===== src/rtl/hart_lsu.sv =====
// hart_lsu: load/store unit on the hart data-memory port (issue, byte lanes, load extension).
// Define LSU_MISALIGNED_SPLIT_EN to split misaligned accesses into two aligned word accesses.
module hart_lsu (
  input  logic        i_clk,
  input  logic        i_rst,
  input  logic        i_req_valid,
  output logic        o_req_ready,
  input  logic        i_req_ren,
  input  logic        i_req_wen,
  input  logic [2:0]  i_req_funct3,
  input  logic [31:0] i_req_addr,
  input  logic [31:0] i_req_wdata,
  output logic [31:0] o_dmem_addr,
  output logic        o_dmem_ren,
  output logic        o_dmem_wen,
  output logic [31:0] o_dmem_wdata,
  output logic [3:0]  o_dmem_mask,
  input  logic [31:0] i_dmem_rdata,
  output logic        o_rsp_valid,
  output logic [31:0] o_rsp_rdata,
  output logic        o_rsp_trap
);

  typedef enum logic [0:0] {StIdle, StSplitHi} state_e;

  state_e      state_q, state_d;
  logic        pend_q, pend_d;
  logic        split_q, split_d;
  logic        trap_q, trap_d;
  logic        ren_q, ren_d;
  logic        wen_q, wen_d;
  logic [2:0]  f3_q, f3_d;
  logic [1:0]  off_q, off_d;
  logic [31:0] lo_q, lo_d;
  logic [31:0] hi_addr_q, hi_addr_d;
  logic [3:0]  hi_mask_q, hi_mask_d;
  logic [31:0] hi_wdata_q, hi_wdata_d;

  logic [1:0]  off;
  logic [1:0]  size;
  logic        illegal;
  logic        misaligned;
  logic        trap;
  logic        split;
  logic        accept;
  logic [3:0]  size_mask;
  logic [31:0] wdata_sized;
  logic [7:0]  mask8;
  logic [63:0] wdata64;
  logic [63:0] rd64;
  logic [31:0] rsh;

  assign off  = i_req_addr[1:0];
  assign size = i_req_funct3[1:0];

  always_comb begin
    illegal = 1'b0;
    if (i_req_ren && i_req_wen) begin
      illegal = 1'b1;
    end else if (i_req_ren) begin
      illegal = (size == 2'b11) || (i_req_funct3[2] && (size == 2'b10));
    end else if (i_req_wen) begin
      illegal = i_req_funct3[2] || (size == 2'b11);
    end
  end

  assign misaligned = ((size == 2'b01) && off[0]) || ((size == 2'b10) && (off != 2'b00));

`ifdef LSU_MISALIGNED_SPLIT_EN
  assign trap  = illegal;
  assign split = !illegal && misaligned;
`else
  assign trap  = illegal || misaligned;
  assign split = 1'b0;
`endif

  assign accept = i_req_valid && (i_req_ren || i_req_wen);

  always_comb begin
    size_mask   = 4'b1111;
    wdata_sized = i_req_wdata;
    unique case (size)
      2'b00: begin
        size_mask   = 4'b0001;
        wdata_sized = {24'b0, i_req_wdata[7:0]};
      end
      2'b01: begin
        size_mask   = 4'b0011;
        wdata_sized = {16'b0, i_req_wdata[15:0]};
      end
      default: ;
    endcase
  end

  // Upper halves hold the bytes that spill into the next word on a split access.
  assign mask8   = {4'b0000, size_mask} << off;
  assign wdata64 = {32'b0, wdata_sized} << {off, 3'b000};

  always_comb begin
    state_d     = state_q;
    pend_d      = 1'b0;
    split_d     = 1'b0;
    trap_d      = trap_q;
    ren_d       = ren_q;
    wen_d       = wen_q;
    f3_d        = f3_q;
    off_d       = off_q;
    lo_d        = lo_q;
    hi_addr_d   = hi_addr_q;
    hi_mask_d   = hi_mask_q;
    hi_wdata_d  = hi_wdata_q;
    o_req_ready  = 1'b1;
    o_dmem_addr  = {i_req_addr[31:2], 2'b00};
    o_dmem_ren   = 1'b0;
    o_dmem_wen   = 1'b0;
    o_dmem_wdata = 32'b0;
    o_dmem_mask  = 4'b0000;
    unique case (state_q)
      StIdle: begin
        if (accept) begin
          trap_d     = trap;
          ren_d      = i_req_ren;
          wen_d      = i_req_wen;
          f3_d       = i_req_funct3;
          off_d      = off;
          hi_addr_d  = {i_req_addr[31:2], 2'b00} + 32'd4;
          hi_mask_d  = mask8[7:4];
          hi_wdata_d = wdata64[63:32];
          if (!trap) begin
            o_dmem_ren  = i_req_ren;
            o_dmem_wen  = i_req_wen;
            o_dmem_mask = mask8[3:0];
            if (i_req_wen) begin
              o_dmem_wdata = wdata64[31:0];
            end
          end
          if (split) begin
            state_d = StSplitHi;
          end else begin
            pend_d = 1'b1;
          end
        end
      end
      StSplitHi: begin
        o_req_ready = 1'b0;
        o_dmem_addr = hi_addr_q;
        o_dmem_ren  = ren_q;
        o_dmem_wen  = wen_q;
        o_dmem_mask = hi_mask_q;
        if (wen_q) begin
          o_dmem_wdata = hi_wdata_q;
        end
        lo_d    = i_dmem_rdata;
        pend_d  = 1'b1;
        split_d = 1'b1;
        state_d = StIdle;
      end
      default: state_d = StIdle;
    endcase
  end

  // Split loads concatenate the captured low word under the high word before shifting.
  assign rd64 = split_q ? {i_dmem_rdata, lo_q} : {32'b0, i_dmem_rdata};
  assign rsh  = 32'(rd64 >> {off_q, 3'b000});

  always_comb begin
    o_rsp_valid = pend_q;
    o_rsp_trap  = pend_q && trap_q;
    o_rsp_rdata = 32'b0;
    if (pend_q && ren_q && !trap_q) begin
      unique case (f3_q)
        3'b000:  o_rsp_rdata = {{24{rsh[7]}}, rsh[7:0]};
        3'b001:  o_rsp_rdata = {{16{rsh[15]}}, rsh[15:0]};
        3'b100:  o_rsp_rdata = {24'b0, rsh[7:0]};
        3'b101:  o_rsp_rdata = {16'b0, rsh[15:0]};
        default: o_rsp_rdata = rsh;
      endcase
    end
  end

  always_ff @(posedge i_clk) begin
    if (i_rst) begin
      state_q    <= StIdle;
      pend_q     <= 1'b0;
      split_q    <= 1'b0;
      trap_q     <= 1'b0;
      ren_q      <= 1'b0;
      wen_q      <= 1'b0;
      f3_q       <= 3'b000;
      off_q      <= 2'b00;
      lo_q       <= 32'b0;
      hi_addr_q  <= 32'b0;
      hi_mask_q  <= 4'b0000;
      hi_wdata_q <= 32'b0;
    end else begin
      state_q    <= state_d;
      pend_q     <= pend_d;
      split_q    <= split_d;
      trap_q     <= trap_d;
      ren_q      <= ren_d;
      wen_q      <= wen_d;
      f3_q       <= f3_d;
      off_q      <= off_d;
      lo_q       <= lo_d;
      hi_addr_q  <= hi_addr_d;
      hi_mask_q  <= hi_mask_d;
      hi_wdata_q <= hi_wdata_d;
    end
  end

endmodule


===== config.mk =====
export PLATFORM = sky130hd
export DESIGN_NAME = hart_lsu
export DESIGN_NICKNAME = d
export VERILOG_FILES = /design/src/rtl/hart_lsu.sv
export SDC_FILE = /design/constraint.sdc
export NUM_CORES = 1
export LEC_CHECK = 0
export BUFFER_PORTS_ARGS = -buffer_cell sky130_fd_sc_hd__buf_2
export CAP_MARGIN = 0
export CORE_MARGIN = 2
export CORE_UTILIZATION = 28
export DETAILED_ROUTE_END_ITERATION = 8
export PLACE_DENSITY = 0.65
export SYNTH_ARGS = -nofsm -noshare
export SYNTH_HDL_FRONTEND = slang
export SYNTH_SLANG_ARGS = --single-unit
export TNS_END_PERCENT = 10

===== constraint.sdc =====
create_clock -name i_clk -period 3.3 [get_ports i_clk]
set_clock_uncertainty 0.05 [all_clocks]
set_input_delay 0.33 -clock i_clk [delete_from_list [all_inputs] [get_ports i_clk]]
set_output_delay 0.33 -clock i_clk [all_outputs]
set_load 0.05 [all_outputs]

== Yosys cells after proc, flatten, opt, wreduce, memory -nomap -nowiden ==
Cells that the tools add are included.
Widths: inputs -> output; s select.
Storage, ports and cells
  bits in registers: 8
  input bits: 104
  word-level logic and storage cells: 48
  output and inout bits: 105
Operators by class
  equal/unequal tests: 6
  shift operators: 3
  reductions and logical operators: 17
  muxes and demuxes: 17
Operators with widths (count)
  $mux 32: 4
  $pmux 32 s4: 1
  $pmux 32 s2: 1
  $shl 32x5->32: 1
  $shr 32x5->32: 1
  $logic_and 1x1->1: 8
  $mux 1: 8
  $mux 4: 2
  $pmux 4 s2: 1
  $eq 3x3->1 const B: 2
  $logic_or 1x1->1: 5
  $eq 2x2->1 const B: 2
  $shl 4x2->4: 1
  $eq 3x1->1 const B: 1
  $logic_not 3->1: 1
  $eq 2x1->1 const B: 1
  $logic_not 2->1: 1
  $reduce_bool 2->1: 1
  $logic_not 1->1: 1

== Longest topological paths before layout ==
  word-level depth: 8
  depth in mapped cells: 6
  depth with buffers taken out: 4

== Worst setup path after synthesis ==
OpenSTA, ideal clock, no wires.
  path kind: reg2out
  from: register pend_q (netlist: o_rsp_valid)
  to: output port o_rsp_rdata[6]
  data required time: 2920 ps
  stages on the path, launching flop included: 4
  data arrival time: 2406 ps
  slack: 514 ps
  buffers on the path: 1
  path through: dfxtp_1 > nand3b_1 > clkbuf_1 > a211oi_1
Between the ends
  cells in the longest elaborated chain, start to end: 3
Ends and longest elaborated chain
  from (decl): RTL line 27  | logic pend_q, pend_d;
  from (signal assigned): RTL line 197  | pend_q <= pend_d;
  $logic_and 1x1->1 (2 in series): RTL line 170  | if (pend_q && ren_q && !trap_q) begin
  $mux 32: RTL line 170
  to (decl): RTL line 20  | output logic [31:0] o_rsp_rdata,
No other way between the ends.

== Final worst setup path ==
  from: register off_q[1]
  to: output port o_rsp_rdata[19]
Between the ends
  cells in the longest elaborated chain, start to end: 3
Ends and longest elaborated chain
  from (decl): RTL line 33  | logic [1:0] off_q, off_d;
  from (signal assigned): RTL line 190  | off_q <= 2'b00;
  from (signal assigned): RTL line 203  | off_q <= off_d;
  $shr 32x5->32: RTL line 164  | assign rsh = 32'(rd64 >> {off_q, 3'b000});
  $pmux 32 s4: RTL line 171  | unique case (f3_q)
  $mux 32: RTL line 170
No other way between the ends.

==> flow_summary.toml <==
[synthesis]
synth-edff-count = 0
syn_avg_cell_area_um2 = 6.62
ys_seq_elements = 8
synth.largest_area_cell = "mux2_2"
synth-seq-area-share = 0.0766
ys_types = 42
yosys_warnings = 0
netlist_instances = 316
synthArstFlopShare = 0
synth.most_common_cell = "nand2_1"
ys.flop_type = "dfxtp_1"
synth.area.top_cells = "mux2_2 13%, buf_4 12%, nand2_1 9.7%"
synthTopCellsByCount = "54 x nand2_1, 53 x nor2_1, 33 x buf_4"
syn_area_um2 = 2090
synth_top_cell_area_share = 0.129

[setup_path]
cpPeakStageDelay_ns = 0.72
crit_required_ns = 2.92
cp_max_fo = 16
crit_path_end_kind = "output pin"
critPathKind = "flop to output pin"
cp.arrival_ns = 2.51
crit_chain = "buf_4, nand2b_1, a2bb2oi_1, a2111o_1, nand2_1, buf_2"
critPathLaunchType = "flop"
critPathSlowestCell = "dfxtp_1"

[clock_network]
clk_latency_ns = 0.23
cts_tree = "yes"
htree_levels = 1
cts_resized = 0
clockRootBuffer = "clkbuf_8"
clk_path_buf_depth = 2
cts_setup_buffers = 0
numClockSinks = 8
holdBufCountCts = 0
numCtsBuffers = 3
path_clk_slew_ns = 0.04

[global_route]
grt_overflow = 0
grt_start_max_net_pins = 40
grt_pass1_wl_um = 12400
grt_usage = 0.182
antenna_found_initial = 0
grt_pass1_vias = 2462

[route]
wire_per_inst_um = 15.1
ant_nets = 0
drt_iter0_drc = 80
route.detailed.drc = 0
post_drt_via_cell_ratio = 5.12
totalWireLength_um = 7830
drt_pre_antenna_iters = 4
route.vias.total = 2652

[cells_and_area]
diodes = 0
fin_nets = 525
seq_area_um2 = 160
drive_gt1_frac = 0.444
fin_area_um2 = 2700
syn_to_final_growth_pct = 29.1
fillCellCount = 807
multi_input_area_um2 = 1560
final_util = 0.372

[timing]
setup_viol = 0
rsz0062_at_grt = "false"
timing.hold.ws_ns = 0.322
slew_violations = 0
max_slew.worst_pin.slew_ns = 0.696
max_freq_ghz = 0.346
fin_crit_sh = 0.875
fin_ws_ns = 0.412
setup_tns_ns = 0
relSlewSlack = 0.534
final_hold_viol_count = 0
period_needed_ns = 2.89

[placement]
placed_cell_area_um2 = 2660
port_buffers = 145
place_ws_ns = 0.574
dp_hpwl_um = 6130
routabilityCongestion = 0.864

[hold_path]
hp-class = "input port to flop"

[power_and_ir_drop]
p_leak_nw = 1.47
power.density_nw_per_um2 = 202
peakVddDrop_uv = 126

[die]
row_count = 31
die-area_um2 = 8170
die_y_um = 90.4
core_area_um2 = 7250
num_io_pins = 209
die_w_um = 90.4
start_util = 0.288

[flow_run]
maxCapViolations = 0

[run_status]
outcome = "completed"
## registers in the layout, indices dropped and copies added (netlist names)
register     cells
trap_q           1
o_rsp_valid      1
ren_q            1
off_q            2
f3_q             3
## path summary, 6_finish.rpt
path                               from                    end  slack [ns]  cells past startpoint
setup / recovery  off_q[1]$_SDFFE_PP0P_        o_rsp_rdata[19]        0.41                      6
hold / removal                    i_rst     ren_q$_SDFFE_PP0P_        0.32                      2
setup reg to reg  off_q[1]$_SDFFE_PP0P_  off_q[1]$_SDFFE_PP0P_        1.99                      3
hold reg to reg      ren_q$_SDFFE_PP0P_     ren_q$_SDFFE_PP0P_        0.41                      2
## metrics by stage
stage | power [mW] | std cells
after floorplan | 0.425 | 317
after global placement | 0.427 | 515
after detailed placement | 0.430 | 515
after CTS | 0.550 | 518
after global routing | 0.581 | 518
final | 0.546 | 518
## worst max-delay path: cells and delay by family (launching register included)
family / cells / cell delay [ns]
compound gates: 2 / 0.70
buf+inv: 2 / 0.58
flops: 1 / 0.72
simple gates: 2 / 0.29
## layout make-up
class / instances / area share
Clock buffer: 3 / 0.0153
Inverter: 6 / 0.00834
Multi-Input combinational cell: 248 / 0.577
Sequential cell: 8 / 0.0593
Tap cell: 99 / 0.0459
Timing Repair Buffer: 154 / 0.294
## where the power goes
part | switching [mW] | leakage [nW] | total, mW | internal, mW
combinational | 0.198 | 1.38 | 0.318 | 0.120
clock | 0.0375 | 0.0216 | 0.116 | 0.0789
sequential | 0.00796 | 0.0660 | 0.111 | 0.103
total | 0.243 | 1.47 | 0.546 | 0.303
## cell families (layout without fill, tap and decap cells)
logic type	after synthesis	after routing	synth area share
flops	8	8	0.0766
xor+xnor	1	1	0.00419
other cells	2	3	0.00359
simple gates	129	129	0.264
buf+inv	61	163	0.180
mux	44	44	0.227
compound gates	71	71	0.244
## routing by layer
layer	routed length, um	global-route usage	vias to the layer above
li1	-	-	1280
met1	3110	0.221	1183
met2	3810	0.325	169
met3	723	0.0267	20
met4	189	0.0705	0
met5	0	0	-
## cells in the final DEF (no fill, tap or decap), drive strengths merged, types with 2 or more instances in the layout
master / n
inv: 5
mux2: 25
a221oi: 8
and2: 2
a211oi: 15
nand2: 54
o21ai: 2
dfxtp: 8
nor2: 53
buf: 154
nand2b: 10
a21oi: 20
clkbuf: 3
nor3: 4
a22oi: 9
a22o: 7
conb: 3
mux2i: 19
(Power assumes the default switching activity.)
